File: src/rtl/div_pkg.sv
// div_pkg: shared state encoding, default width and magnitude helper for the
//    sequential divider family (signed DIV now, unsigned DIVU later).
// Contents: div_state_t enum, DIV_WIDTH default, abs_val() magnitude function.
package div_pkg;

   localparam int DIV_WIDTH = 32;

   // abs_val works on a sign-extended copy of the operand, so any operand
   // width up to ABS_W bits can share it; callers size-cast the result back.
   localparam int ABS_W = 64;

   typedef enum logic [1:0] {
      IDLE = 2'b00,
      CALC = 2'b01,
      FIX  = 2'b10,
      DONE = 2'b11
   } div_state_t;

   // Unsigned magnitude. The most negative value maps onto itself once the
   // caller truncates back to the operand width (|0x80000000| = 0x80000000).
   function automatic logic [ABS_W-1:0] abs_val(input logic signed [ABS_W-1:0] v);
      return v[ABS_W-1] ? -v : v;
   endfunction

endpackage

File: src/rtl/div_restore_step.sv
// div_restore_step: one restoring-division step on unsigned magnitudes.
//    Purely combinational (zero latency); no flow control.
// Ports: rem_i/q_i current partial remainder and quotient, dvs_i |divisor|;
//    rem_o/q_o the values after shifting {rem,q} left and one trial subtract.
module div_restore_step #(
   parameter int WIDTH = 32
) (
   input  logic [WIDTH-1:0] rem_i,
   input  logic [WIDTH-1:0] q_i,
   input  logic [WIDTH-1:0] dvs_i,
   output logic [WIDTH-1:0] rem_o,
   output logic [WIDTH-1:0] q_o
);

   logic [WIDTH:0] rem_sh;
   logic [WIDTH:0] trial;

   // rem_i < dvs_i always holds, so the shifted remainder fits in WIDTH+1
   // bits and the top bit of the trial difference is a reliable sign.
   assign rem_sh = {rem_i, q_i[WIDTH-1]};
   assign trial  = rem_sh - {1'b0, dvs_i};

   assign rem_o = trial[WIDTH] ? rem_sh[WIDTH-1:0] : trial[WIDTH-1:0];
   assign q_o   = {q_i[WIDTH-2:0], ~trial[WIDTH]};

endmodule

File: src/rtl/seq_signed_divider.sv
// seq_signed_divider: multicycle signed divider (MIPS DIV semantics), one bit per clock.
//    Latency: done pulses WIDTH+2 cycles after the start cycle; divide-by-zero answers next cycle.
//    No backpressure: start is taken only in IDLE, ignored otherwise; abort cancels with no result.
// Ports: clk/rst (sync, active-high), start, abort, dividend, divisor in;
//    quotient (to Lo), remainder (to Hi), busy, done, div_zero out.
module seq_signed_divider
   import div_pkg::*;
#(
   parameter int WIDTH = DIV_WIDTH,   // 2..ABS_W
   parameter int CNT_W = 6            // 2**CNT_W > WIDTH
) (
   input  logic             clk,
   input  logic             rst,
   input  logic             start,
   input  logic             abort,
   input  logic [WIDTH-1:0] dividend,
   input  logic [WIDTH-1:0] divisor,
   output logic [WIDTH-1:0] quotient,
   output logic [WIDTH-1:0] remainder,
   output logic             busy,
   output logic             done,
   output logic             div_zero
);

   div_state_t       state_q;
   logic [CNT_W-1:0] cnt_q;
   logic [WIDTH-1:0] rem_q;
   logic [WIDTH-1:0] wq_q;
   logic [WIDTH-1:0] dvs_q;
   logic [WIDTH-1:0] rem_d;
   logic [WIDTH-1:0] wq_d;
   logic [WIDTH-1:0] quotient_q;
   logic [WIDTH-1:0] remainder_q;
   logic [WIDTH-1:0] dvd_mag;
   logic [WIDTH-1:0] dvs_mag;
   logic             sign_q_q;
   logic             sign_r_q;
   logic             busy_q;
   logic             done_q;
   logic             div_zero_q;

   assign dvd_mag = WIDTH'(abs_val(ABS_W'($signed(dividend))));
   assign dvs_mag = WIDTH'(abs_val(ABS_W'($signed(divisor))));

   div_restore_step #(
      .WIDTH (WIDTH)
   ) u_step (
      .rem_i (rem_q),
      .q_i   (wq_q),
      .dvs_i (dvs_q),
      .rem_o (rem_d),
      .q_o   (wq_d)
   );

   always_ff @(posedge clk) begin
      if (rst) begin
         state_q     <= IDLE;
         cnt_q       <= '0;
         rem_q       <= '0;
         wq_q        <= '0;
         dvs_q       <= '0;
         sign_q_q    <= 1'b0;
         sign_r_q    <= 1'b0;
         quotient_q  <= '0;
         remainder_q <= '0;
         busy_q      <= 1'b0;
         done_q      <= 1'b0;
         div_zero_q  <= 1'b0;
      end else if (abort) begin
         // Results are left untouched, even if FIX was about to write them.
         state_q    <= IDLE;
         busy_q     <= 1'b0;
         done_q     <= 1'b0;
         div_zero_q <= 1'b0;
      end else begin
         case (state_q)
            IDLE: begin
               done_q     <= 1'b0;
               div_zero_q <= 1'b0;
               if (start) begin
                  if (divisor == '0) begin
                     state_q    <= DONE;
                     done_q     <= 1'b1;
                     div_zero_q <= 1'b1;
                  end else begin
                     state_q  <= CALC;
                     busy_q   <= 1'b1;
                     wq_q     <= dvd_mag;
                     rem_q    <= '0;
                     dvs_q    <= dvs_mag;
                     sign_q_q <= dividend[WIDTH-1] ^ divisor[WIDTH-1];
                     sign_r_q <= dividend[WIDTH-1];
                     cnt_q    <= CNT_W'(WIDTH);
                  end
               end
            end
            CALC: begin
               rem_q <= rem_d;
               wq_q  <= wq_d;
               cnt_q <= cnt_q - CNT_W'(1);
               if (cnt_q == CNT_W'(1)) begin
                  state_q <= FIX;
               end
            end
            FIX: begin
               quotient_q  <= sign_q_q ? -wq_q : wq_q;
               remainder_q <= sign_r_q ? -rem_q : rem_q;
               busy_q      <= 1'b0;
               done_q      <= 1'b1;
               state_q     <= DONE;
            end
            DONE: begin
               done_q     <= 1'b0;
               div_zero_q <= 1'b0;
               state_q    <= IDLE;
            end
            default: state_q <= IDLE;
         endcase
      end
   end

   assign quotient  = quotient_q;
   assign remainder = remainder_q;
   assign busy      = busy_q;
   assign done      = done_q;
   assign div_zero  = div_zero_q;

endmodule

File: config.mk
export PLATFORM = sky130hd
export DESIGN_NAME = seq_signed_divider
export DESIGN_NICKNAME = d
export VERILOG_FILES = /design/src/rtl/div_pkg.sv /design/src/rtl/div_restore_step.sv /design/src/rtl/seq_signed_divider.sv
export SDC_FILE = /design/constraint.sdc
export NUM_CORES = 1
export LEC_CHECK = 0
export ABC_AREA = 1
export CAP_MARGIN = 20
export CORE_MARGIN = 2
export CORE_UTILIZATION = 45
export DETAILED_ROUTE_END_ITERATION = 7
export GPL_TIMING_DRIVEN = 0
export HOLD_SLACK_MARGIN = 0.1
export PLACE_DENSITY_LB_ADDON = 0.3
export SYNTH_ARGS = -nofsm -noshare
export SYNTH_HDL_FRONTEND = slang
export SYNTH_SLANG_ARGS = --single-unit
File: constraint.sdc
create_clock -name clk -period 2.6 [get_ports clk]
set_input_delay 0.52 -clock clk [delete_from_list [all_inputs] [get_ports clk]]
set_output_delay 0.52 -clock clk [all_outputs]
set_load 0.02 [all_outputs]
==> impl_results.html <==
<table>
<tr><th>Metric</th><th>Value</th></tr>
<tr><th colspan="2">Status</th></tr>
<tr><td>Result of the run</td><td>complete, no violations</td></tr>
<tr><th colspan="2">Global routing</th></tr>
<tr><td>Busiest layer in global routing</td><td>met2</td></tr>
<tr><td>Pin count of the biggest net entering global routing</td><td>19</td></tr>
<tr><td>Antenna violations before repair</td><td>1</td></tr>
<tr><td>Global routing usage on met2</td><td>51.0%</td></tr>
<tr><td>Wire length of the first global-routing pass</td><td>70.4 mm</td></tr>
<tr><td>Vias in the first global route</td><td>13500</td></tr>
<tr><td>Congestion Overflow GR</td><td>0</td></tr>
<tr><td>Met1 GRT Util</td><td>37.0%</td></tr>
<tr><td>GRT Overall Usage</td><td>29.3%</td></tr>
<tr><td>Global Route met3 Usage</td><td>4.22%</td></tr>
<tr><th colspan="2">Power</th></tr>
<tr><td>Max VDD drop</td><td>0.449 mV</td></tr>
<tr><td>Power density normalized to cell area</td><td>461 nW/um^2</td></tr>
<tr><td>Leakage</td><td>0.00749 uW</td></tr>
<tr><th colspan="2">Timing</th></tr>
<tr><td>Post-route clock period utilization</td><td>94.8%</td></tr>
<tr><td>Worst Clk Skew</td><td>0.0143 ns</td></tr>
<tr><td>Final hold violations</td><td>0</td></tr>
<tr><td>Slew HR</td><td>47.6%</td></tr>
<tr><td>Final-layout setup total negative slack</td><td>0 ns</td></tr>
<tr><td>RSZ-0062 raised after global routing</td><td>false</td></tr>
<tr><td>Final Max Slew Viols</td><td>0</td></tr>
<tr><td>F_max</td><td>406 MHz</td></tr>
<tr><td>Slew at the pin closest to its max-slew limit</td><td>0.787 ns</td></tr>
<tr><td>Period minus WS final</td><td>2.47 ns</td></tr>
<tr><td>Setup Viol. Count Final</td><td>0</td></tr>
<tr><th colspan="2">Detailed routing</th></tr>
<tr><td>Routed length per placed instance</td><td>16.5 um</td></tr>
<tr><td>DR pass1 iterations</td><td>6</td></tr>
<tr><td>Vias per Instance</td><td>5.30</td></tr>
<tr><td>First-iteration detailed-routing DRC count</td><td>1248</td></tr>
<tr><td>Final ANT Viol Nets</td><td>0</td></tr>
<tr><td># DRC</td><td>0</td></tr>
<tr><td>Total wire length after detailed routing</td><td>44.7 mm</td></tr>
<tr><td>Routed vias</td><td>14400</td></tr>
<tr><th colspan="2">Job</th></tr>
<tr><td>Max-capacitance violation count</td><td>0</td></tr>
<tr><th colspan="2">Clock network</th></tr>
<tr><td>Buffer depth of the longest clock path</td><td>2</td></tr>
<tr><td>Clock buffer count from CTS</td><td>17</td></tr>
<tr><td>Clock latency of the later-clocked register in the worst-skew pair</td><td>0.46 ns</td></tr>
<tr><td>Clock slew at the register clock pins of the worst setup and hold paths</td><td>0.07 ns</td></tr>
<tr><td>Cts-stage hold buffer count</td><td>0</td></tr>
<tr><td>Clock root cell</td><td>sky130_fd_sc_hd__clkbuf_16</td></tr>
<tr><td>Clock net sink count</td><td>173</td></tr>
<tr><td>Gates resized, CTS repair</td><td>7</td></tr>
<tr><td>CTS tree</td><td>yes</td></tr>
<tr><td>Postcts setup bufs</td><td>0</td></tr>
<tr><td>H-tree lvl count</td><td>4</td></tr>
<tr><th colspan="2">Yosys</th></tr>
<tr><td>Seq cells post-synth</td><td>173</td></tr>
<tr><td>Post-synthesis cell area</td><td>13000 um^2</td></tr>
<tr><td>Synth unique cells</td><td>51</td></tr>
<tr><td>Mean Syn Cell Area</td><td>6.02 um^2</td></tr>
<tr><td>Post-Syn Nets</td><td>2271</td></tr>
<tr><td>Ys async rst share</td><td>0%</td></tr>
<tr><td>Count of synthesis-stage warnings from yosys</td><td>0</td></tr>
<tr><td>Number of enable flip-flop cells after synthesis</td><td>0</td></tr>
<tr><td>Sequential element share of the synthesized area</td><td>26.6%</td></tr>
<tr><td>Dominant register cell in the synthesized netlist</td><td>sky130_fd_sc_hd__dfxtp_1</td></tr>
<tr><td>Instance count of the mapped netlist</td><td>2159</td></tr>
<tr><th colspan="2">Die</th></tr>
<tr><td>Top-level port count</td><td>135</td></tr>
<tr><td>Number of rows in the core area</td><td>62</td></tr>
<tr><td>Core footprint</td><td>28500 um^2</td></tr>
<tr><td>Area enclosed by the die boundary</td><td>30300 um^2</td></tr>
<tr><td>Chip Width</td><td>174 um</td></tr>
<tr><td>Die H</td><td>174 um</td></tr>
<tr><td>Starting utilization of the core area</td><td>45.5%</td></tr>
<tr><th colspan="2">Worst setup path</th></tr>
<tr><td>Max Fanout on Critical Path</td><td>10</td></tr>
<tr><td>CP startpoint</td><td>rem_q[5]$_SDFFE_PP0P_</td></tr>
<tr><td>Startpoint-to-endpoint class of the critical path</td><td>reg -&gt; reg</td></tr>
<tr><td>Worst endpoint required time</td><td>2.91 ns</td></tr>
<tr><td>Worst reg2reg path depth</td><td>14</td></tr>
<tr><td>Setup slack of the most critical reg-to-reg path</td><td>0.13 ns</td></tr>
<tr><td>End point of the critical path</td><td>rem_q[19]$_SDFFE_PP0P_</td></tr>
<tr><td>Startpoint types</td><td>flip-flop</td></tr>
<tr><td>Worst reg2reg path startpoint</td><td>rem_q[5]$_SDFFE_PP0P_</td></tr>
<tr><td>Capture point of the worst reg-to-reg path</td><td>rem_q[19]$_SDFFE_PP0P_</td></tr>
<tr><td>Critical Path End Type</td><td>flip-flop</td></tr>
<tr><td>Arr. time, crit path</td><td>2.78 ns</td></tr>
<tr><th colspan="2">Placement</th></tr>
<tr><td>Gpl congestion</td><td>0.971</td></tr>
<tr><td>Count of buffers from port buffering</td><td>133</td></tr>
<tr><td>Detailed-placement wirelength estimate</td><td>36.6 mm</td></tr>
<tr><td>Post-Place Cells</td><td>2676</td></tr>
<tr><th colspan="2">Finish</th></tr>
<tr><td>Top library cells by usage in the layout, fill and taps aside</td><td>591 x sky130_fd_sc_hd__nand2_1, 326 x sky130_fd_sc_hd__inv_1, 229 x sky130_fd_sc_hd__nor2_1</td></tr>
<tr><td>Share of final-layout standard cells stronger than drive strength 1</td><td>5.85%</td></tr>
<tr><td>Number of antenna diodes</td><td>0</td></tr>
<tr><td>Cell Count, Final, Fillers Out</td><td>2708</td></tr>
<tr><td>Area delta synth-&gt;final</td><td>19.1%</td></tr>
<tr><td># nets final</td><td>2423</td></tr>
<tr><td>Most frequent standard cell in the layout excluding fill and tap cells</td><td>sky130_fd_sc_hd__nand2_1</td></tr>
<tr><th colspan="2">Hold path</th></tr>
<tr><td>Path category of the worst min-delay check</td><td>reg -&gt; reg</td></tr>
<tr><td>Hold-critical path depth</td><td>2</td></tr>
</table>
-- area by class of cell --
type | count | area (um^2)
Buffer | 79 | 399
Clock inverter | 15 | 194
Multi-Input combinational cell | 1565 | 7890
Sequential cell | 173 | 3470
Tap cell | 384 | 480
Timing Repair Buffer | 133 | 1330
Inverter | 342 | 1280
Fill cell | 2982 | 13100
Clock buffer | 17 | 425
-- report_power, final --
part / leakage [uW] / switching, uW / internal (uW)
sequential: 0.00141 / 95.4 / 2740
clock: 0.000297 / 1250 / 1470
combinational: 0.00579 / 1050 / 543
total: 0.00749 / 2390 / 4750
-- flip-flops by register name, indices dropped and copies added, names as in the netlist, 2 cells and up --
signal	cells
cnt_q	6
state_q	2
quotient	32
dvs_q	32
wq_q	32
rem_q	32
remainder	32
-- worst min path at each step --
stage,to,from
6_report,busy$_SDFFE_PP0P_,busy$_SDFFE_PP0P_
5_1_grt,busy$_SDFFE_PP0P_,busy$_SDFFE_PP0P_
4_1_cts,busy$_SDFFE_PP0P_,busy$_SDFFE_PP0P_
3_5_place_dp,busy$_SDFFE_PP0P_,busy$_SDFFE_PP0P_
3_3_place_gp,busy$_SDFFE_PP0P_,busy$_SDFFE_PP0P_
2_1_floorplan,dvs_q[2]$_SDFFE_PP0P_,dvs_q[2]$_SDFFE_PP0P_
-- layer usage --
metal  share of wire, %  up-vias
met1                 43     6544
met5              0.029        -
met3                6.1       94
met4                3.0        2
met2                 47      542
li1                   -     7183
-- worst max-delay path, stage by stage (launching register included) --
cell                      delay (ns)
sky130_fd_sc_hd__dfxtp_1        0.54
sky130_fd_sc_hd__ha_1           0.37
sky130_fd_sc_hd__nand2_2        0.16
sky130_fd_sc_hd__inv_2          0.05
sky130_fd_sc_hd__a21oi_2        0.17
sky130_fd_sc_hd__nand2_2        0.12
sky130_fd_sc_hd__nand2_2        0.09
sky130_fd_sc_hd__nand2_2        0.08
sky130_fd_sc_hd__nand2_4        0.10
sky130_fd_sc_hd__nand3_2        0.10
sky130_fd_sc_hd__nand2_2        0.15
sky130_fd_sc_hd__buf_6          0.15
sky130_fd_sc_hd__nand2_1        0.09
sky130_fd_sc_hd__nand3_1        0.08
sky130_fd_sc_hd__a21oi_1        0.06
-- cells in the mapped netlist, drive strengths merged (4+ instances only) --
library cell / count / area share, %
nor2: 240 / 7.2
buf: 35 / 1.7
o21ai: 111 / 4.3
nand2: 603 / 18
or2: 11 / 0.53
nor3: 30 / 1.2
o21bai: 4 / 0.23
nand3b: 16 / 0.92
nand4: 19 / 1.0
a21oi: 156 / 6.2
o221ai: 17 / 1.1
nand3: 172 / 6.8
o31ai: 6 / 0.35
a22oi: 13 / 0.75
o211ai: 17 / 0.98
a211oi: 4 / 0.27
xnor2: 15 / 1.0
o21a: 7 / 0.40
dfxtp: 173 / 27
inv: 340 / 9.8
ha: 43 / 4.1
a31oi: 10 / 0.48
xor2: 59 / 4.0
clkbuf: 44 / 1.3
-- logic make-up after synthesis --
kind of cell / count (synthesis) / synth area share (%)
AO/OA/AOI/OAI: 349 / 15.4
XOR/XNOR: 74 / 4.99
adder cells (fa/ha/maj): 44 / 4.29
buffers and inverters: 421 / 12.9
flip-flops: 173 / 26.6
AND/OR/NAND/NOR: 1098 / 35.8
-- metrics by stage --
| step | hold slack, ns | setup WS (ns) | util (%) | cell area (um^2) | total power [uW] |
|---|---|---|---|---|---|
| finish | 0.448 | 0.135 | 54.2 | 15500 | 7140 |
| global route | 0.477 | 0.00787 | 54.2 | 15500 | 7460 |
| CTS | 0.452 | 0.0377 | 54.1 | 15400 | 7120 |
| detailed placement | 0.441 | -0.663 | 51.9 | 14800 | 4440 |
| global placement | 0.440 | -0.635 | 51.9 | 14800 | 4420 |
| floorplan | 0.433 | 0.432 | - | 13000 | 3910 |
No activity file was read; power rests on OpenSTA's default activity.
